`src/rtl/alu_arbiter.sv`:
```
// -----------------------------------------------------------------------------
// alu_arbiter
//
// Shares one external combinational ALU between two requesters (for example
// the EX stage and the branch/address unit). Arbitration is round-robin, and
// only one transaction is in flight at a time. Operands are registered on
// accept and drive the ALU directly. One cycle later the ALU output is
// captured into the owning requester's response registers.
//
// ALU opcodes: 0 add, 1 sub, 2 mul, 3 div, 4 and, 5 or, 6 xor.
//
// Handshakes (request and response channels):
//   A transfer happens on a rising clock edge where valid && ready are both
//   high. The source holds its payload stable while valid is high and ready
//   is low. The sink may raise or lower ready regardless of valid. A source
//   may withdraw valid without a transfer; nothing is recorded in that case.
//
// Ports
//   clk, rst                   clock, synchronous active-high reset
//   rN_valid / rN_ready        request channel of requester N (N = 0, 1)
//   rN_op, rN_a, rN_b          request payload, sampled on accept
//   rN_rsp_valid / _ready      response channel of requester N
//   rN_result/_zero/_illegal   response payload; held after consumption
//   alu_op, alu_a, alu_b       registered operands driven to the ALU
//   alu_c, alu_zero            ALU outputs
//   busy                       a transaction is in flight (state != IDLE)
//   state_dbg                  raw FSM state, for observation only
//
// Timing
//   Accept in cycle T. The ALU evaluates in T+1. The response is visible
//   from T+2. Back-to-back accepts are at least 3 cycles apart.
// -----------------------------------------------------------------------------
module alu_arbiter #(
  parameter int WIDTH  = 32,
  parameter int OPW    = 4,
  parameter int MAX_OP = 6
) (
  input  logic             clk,
  input  logic             rst,

  input  logic             r0_valid,
  output logic             r0_ready,
  input  logic [OPW-1:0]   r0_op,
  input  logic [WIDTH-1:0] r0_a,
  input  logic [WIDTH-1:0] r0_b,
  output logic             r0_rsp_valid,
  input  logic             r0_rsp_ready,
  output logic [WIDTH-1:0] r0_result,
  output logic             r0_zero,
  output logic             r0_illegal,

  input  logic             r1_valid,
  output logic             r1_ready,
  input  logic [OPW-1:0]   r1_op,
  input  logic [WIDTH-1:0] r1_a,
  input  logic [WIDTH-1:0] r1_b,
  output logic             r1_rsp_valid,
  input  logic             r1_rsp_ready,
  output logic [WIDTH-1:0] r1_result,
  output logic             r1_zero,
  output logic             r1_illegal,

  output logic [OPW-1:0]   alu_op,
  output logic [WIDTH-1:0] alu_a,
  output logic [WIDTH-1:0] alu_b,
  input  logic [WIDTH-1:0] alu_c,
  input  logic             alu_zero,

  output logic             busy,
  output logic [1:0]       state_dbg
);

  localparam logic [OPW-1:0] MAX_OP_C = OPW'(MAX_OP);
  localparam logic [OPW-1:0] OP_DIV   = OPW'(3);

  typedef enum logic [1:0] {
    IDLE  = 2'd0,
    ISSUE = 2'd1,
    RESP  = 2'd2
  } state_t;

  state_t state;
  state_t state_nxt;

  logic             last_grant;   // requester served most recently
  logic             owner;        // requester of the transaction in flight
  logic             grant;        // requester offered ready while idle
  logic             accept;
  logic             consume;
  logic             own_rsp_valid;
  logic             own_rsp_ready;

  logic             cap_illegal;
  logic [WIDTH-1:0] cap_result;
  logic             cap_zero;

  // ---------------------------------------------------------------------------
  // Arbitration. A lone requester always wins. When both are valid, the one
  // not served last wins. With no requester valid, the offer still rotates,
  // so ready never depends on an idle requester's valid.
  // ---------------------------------------------------------------------------
  always_comb begin
    grant = ~last_grant;
    if (r0_valid && !r1_valid) begin
      grant = 1'b0;
    end else if (!r0_valid && r1_valid) begin
      grant = 1'b1;
    end
  end

  assign r0_ready = (state == IDLE) && !grant;
  assign r1_ready = (state == IDLE) &&  grant;

  assign accept = (r0_valid && r0_ready) || (r1_valid && r1_ready);

  assign own_rsp_valid = owner ? r1_rsp_valid : r0_rsp_valid;
  assign own_rsp_ready = owner ? r1_rsp_ready : r0_rsp_ready;
  assign consume       = (state == RESP) && own_rsp_valid && own_rsp_ready;

  // ---------------------------------------------------------------------------
  // Result capture. Illegal opcodes and divide-by-zero override whatever the
  // ALU produced: the result is forced to 0 with zero set.
  // ---------------------------------------------------------------------------
  always_comb begin
    cap_illegal = (alu_op > MAX_OP_C) || ((alu_op == OP_DIV) && (alu_b == '0));
    cap_result  = alu_c;
    cap_zero    = alu_zero;
    if (cap_illegal) begin
      cap_result = '0;
      cap_zero   = 1'b1;
    end
  end

  // ---------------------------------------------------------------------------
  // FSM
  // ---------------------------------------------------------------------------
  always_ff @(posedge clk) begin
    if (rst) begin
      state <= IDLE;
    end else begin
      state <= state_nxt;
    end
  end

  always_comb begin
    state_nxt = state;
    case (state)
      IDLE:    if (accept) state_nxt = ISSUE;
      ISSUE:   state_nxt = RESP;
      RESP:    if (consume) state_nxt = IDLE;
      default: state_nxt = IDLE;
    endcase
  end

  assign busy      = (state != IDLE);
  assign state_dbg = state;

  // ---------------------------------------------------------------------------
  // Datapath registers. Reset drops any in-flight transaction and clears
  // every registered output. last_grant resets to 1 so r0 wins the first
  // contention.
  // ---------------------------------------------------------------------------
  always_ff @(posedge clk) begin
    if (rst) begin
      last_grant   <= 1'b1;
      owner        <= 1'b0;
      alu_op       <= '0;
      alu_a        <= '0;
      alu_b        <= '0;
      r0_rsp_valid <= 1'b0;
      r0_result    <= '0;
      r0_zero      <= 1'b0;
      r0_illegal   <= 1'b0;
      r1_rsp_valid <= 1'b0;
      r1_result    <= '0;
      r1_zero      <= 1'b0;
      r1_illegal   <= 1'b0;
    end else begin
      if (accept) begin
        owner      <= grant;
        last_grant <= grant;
        alu_op     <= grant ? r1_op : r0_op;
        alu_a      <= grant ? r1_a  : r0_a;
        alu_b      <= grant ? r1_b  : r0_b;
      end

      // The ALU sees the registered operands throughout ISSUE.
      if (state == ISSUE) begin
        if (owner) begin
          r1_result    <= cap_result;
          r1_zero      <= cap_zero;
          r1_illegal   <= cap_illegal;
          r1_rsp_valid <= 1'b1;
        end else begin
          r0_result    <= cap_result;
          r0_zero      <= cap_zero;
          r0_illegal   <= cap_illegal;
          r0_rsp_valid <= 1'b1;
        end
      end

      // The payload is deliberately left in place after consumption.
      if (consume) begin
        if (owner) begin
          r1_rsp_valid <= 1'b0;
        end else begin
          r0_rsp_valid <= 1'b0;
        end
      end
    end
  end

endmodule

```
`config.mk`:
```
export PLATFORM = sky130hd
export DESIGN_NAME = alu_arbiter
export DESIGN_NICKNAME = d
export VERILOG_FILES = /design/src/rtl/alu_arbiter.sv
export SDC_FILE = /design/constraint.sdc
export NUM_CORES = 1
export LEC_CHECK = 0
export CAP_MARGIN = 20
export CORE_UTILIZATION = 35
export CTS_BUF_LIST = sky130_fd_sc_hd__clkbuf_8
export DETAILED_ROUTE_END_ITERATION = 10
export PLACE_DENSITY = 0.81
export SLEW_MARGIN = 20
export SYNTH_ARGS = -nofsm -noshare
export SYNTH_HDL_FRONTEND = slang
export SYNTH_SLANG_ARGS = --single-unit
```
`constraint.sdc`:
```
create_clock -name clk -period 2.5 [get_ports clk]
set_clock_uncertainty 0.2 [all_clocks]
set_input_delay 0.75 -clock clk [delete_from_list [all_inputs] [get_ports clk]]
set_output_delay 0.75 -clock clk [all_outputs]
set_load 0.005 [all_outputs]
```
==> out/metrics.csv <==
stage,metric,value,unit
status,status,completed,
timing,final period utilization,96.5,%
detailed_routing,vias per inst,4.99,
floorplanning,num ports,318,
clock_tree,Clock Tree Buf Depth,2,
floorplanning,starting utilization of the core area,36.3,%
detailed_routing,remaining antenna violation count,0,
timing,Worst-Margin Slew,0.568,ns
global_routing,antenna violations before repair,1,
cells_and_area,Sequential Area,2850,sq um
power_and_ir_drop,PwrDens,629,nW/um^2
power_and_ir_drop,part of the power in combinational logic,25.3,%
cells_and_area,Filler cells,1386,
synth,Synth Flop Type,dfxtp_1,
worst_setup_path,CP endpoint kind,output port,
run,total of max-cap violations,0,
synth,leading area contributor after synthesis,dfxtp_1,
synth,Seq cells post-synth,142,
timing,f_max,0.415,GHz
timing,endpoints failing setup,0,
cells_and_area,P&R area growth vs syn,66.8,%
synth,cell count after synthesis,657,
floorplanning,die height,131,um
timing,Max transition margin,62.0,%
global_routing,GR Overflow Total,0,
power_and_ir_drop,worst vdd ir,0.275,mV
timing,Final Hold Vio Count,0,
power_and_ir_drop,Seq pwr share,42.7,%
synth,Ys Warns,0,
detailed_routing,via count,5962,
power_and_ir_drop,P_leak,0.00379,uW
synth,share of the synthesized area in the top cell type,48.7,%
global_routing,GR Util All Layers,22.8,%
clock_tree,cts hold-fix bufs,0,
power_and_ir_drop,sw frac,28.4,%
timing,fin crit period,2.41,ns
floorplanning,Die X-Extent,131,um
global_routing,global routing met3 resource utilization,7.91,%
placed_design,dpl hpwl,14200,um
floorplanning,core region area,16100,sq um
clock_tree,CTS tree,done,
worst_setup_path,Critical Path RT,1.55,ns
clock_tree,"Reg clk slew, reported paths",0.08,ns
floorplanning,Rows,46,
clock_tree,htree depth,4,
global_routing,Most Crowded Layer GR,met2,
synth,post-synth cell types,33,
clock_tree,clk root buf,clkbuf_8,
global_routing,number of global-route vias before repair,5897,
synth,syn_nets,832,
synth,"Seq/Total Area, Yosys",48.7,%
worst_setup_path,CP Launch Type,primary input,
synth,"count leader, synth",dfxtp_1,
clock_tree,CTS buffer count,17,
synth,Mapped Area,5840,sq um
detailed_routing,TritonRoute pass-1 iters,4,
synth,asr flop ratio synth,0,%
detailed_routing,initial DRC count,269,
synth,"EDFF count, synth",0,
clock_tree,clk_lat worst skew,0.45,ns
synth,Area contributors post-synth,"dfxtp_1 49%, mux2i_1 12%, a211oi_1 9.0%",
worst_setup_path,critical path type,in2out,
global_routing,routing usage on met1,25.9,%
power_and_ir_drop,power share of the clock group,32.0,%
global_routing,largest net degree at the start of global routing,81,
synth,Mapped Avg Cell Area,8.89,sq um
worst_setup_path,arrival time worst endpoint,1.46,ns
cells_and_area,Nets,1141,
placed_design,I/O Buffers,317,
global_routing,first-pass GRT wire length,30900,um
timing,setup TNS,0,ns
worst_hold_path,worst min path class,reg2reg,
detailed_routing,DRC violation count after routing,0,
cells_and_area,Final Util,60.5,%
detailed_routing,final WL,19100,um
global_routing,routing usage on met2,39.4,%
timing,RSZ-0062 raised after global routing,no,
power_and_ir_drop,Pint,4390,uW
cells_and_area,share of layout cells above drive strength 1,8.49,%
detailed_routing,drt wl/cell,16.0,um
worst_setup_path,"Max FO, Critical Path",4,
power_and_ir_drop,Switch Pwr,1740,uW
placed_design,GP Congestion,0.859,
floorplanning,total die area,17200,sq um
synth,synth cell count leaders,"142 x dfxtp_1, 76 x nor2_1, 70 x a211oi_1",
timing,Max Slew Vio Count,0,
clock_tree,Sink Count,142,
cells_and_area,multi-input logic area,2720,sq um
-- cells by family after synthesis --
group	share of synthesized area, %
AND/OR/NAND/NOR	17.7
adder cells (fa/ha/maj)	0.171
AO/OA/AOI/OAI	16.6
multiplexers	11.7
flip-flops	48.7
buffers and inverters	5.23
-- critical path: stages --
cell	delay, ns
buf_2	0.09
inv_2	0.03
maj3_4	0.33
and2_1	0.14
buf_2	0.12
-- layout by cell type (no fill, tap or decap), types with 2 or more instances in the layout --
master,n
clkdlybuf4s50_1,312
dfxtp_1,140
nor2_1,73
a211oi_1,70
nand3_1,68
nand2_1,68
mux2i_1,68
o21ai_0,48
buf_4,25
o21ai_1,18
clkbuf_8,17
nor4_1,7
buf_12,7
a21oi_1,5
inv_6,5
inv_1,4
a31oi_1,4
and2_1,3
bufinv_16,3
buf_2,3
nor2_4,2
nor2_2,2
o21bai_1,2
a311oi_2,2
clkinvlp_4,2
clkinv_4,2
dfxtp_2,2
-- metal layers --
layer	share of wire [%]	vias to the layer above
met5	0	-
met4	1.7	0
met3	9.8	19
met2	49	251
met1	40	2729
li1	-	2963
-- stage by stage --
| stage | hold slack [ns] | instances | setup WS, ns | instance area [sq um] | total power, uW |
|---|---|---|---|---|---|
| after floorplan | 0.242 | 657 | 0.00969 | 5850 | 3290 |
| after global placement | 0.232 | 1160 | -0.649 | 9320 | 4190 |
| after detailed placement | 0.237 | 1160 | -0.658 | 9320 | 4210 |
| after CTS | 0.249 | 1191 | 0.00282 | 9720 | 6180 |
| after global routing | 0.268 | 1194 | 0.00570 | 9740 | 6450 |
| final | 0.245 | 1195 | 0.0881 | 9750 | 6130 |
-- power by group through the flow --
stage	registers (uW)	clock network (uW)	logic (uW)
2_1_floorplan	2670	0	619
3_3_place_gp	2660	0	1530
3_5_place_dp	2670	0	1550
4_1_cts	2620	2010	1550
5_1_grt	2650	2120	1680
6_report	2620	1960	1550
-- state kept, by name, indices dropped and copies added, names as in the netlist, named ones only --
name and count:
r1_result 32, r0_illegal 1, r1_illegal 1, alu_op 4, state_dbg 2, owner 1
r0_result 32, r0_zero 1, r1_zero 1, alu_b 32, last_grant 1, alu_a 32
-- worst paths after layout --
check	slack, ns	cells after the start	end	from
worst max-delay path	0.09	5	r0_ready	r1_valid
worst min-delay path	0.25	2	r0_result[5]	r0_result[5]
worst max register to register	0.47	4	r1_illegal	alu_b[16]
worst min register to register	0.25	2	r0_result[5]	r0_result[5]
-- repair_timing --
action | CTS | global route
setup buffers | 0 | 3
gates resized for setup | 16 | 3
setup endpoints to repair | 3 | 4
pin swaps | 3 | 2
gates cloned | 0 | 0
-- area by class of cell --
class | instances | share of cell area (%)
Timing Repair Buffer | 348 | 35.6
Sequential cell | 142 | 29.2
Multi-Input combinational cell | 452 | 27.9
Tap cell | 216 | 2.77
Clock buffer | 17 | 2.40
Clock inverter | 14 | 1.87
Inverter | 5 | 0.193
Antenna cell | 1 | 0.0257
Power figures use the tool's default switching activity.
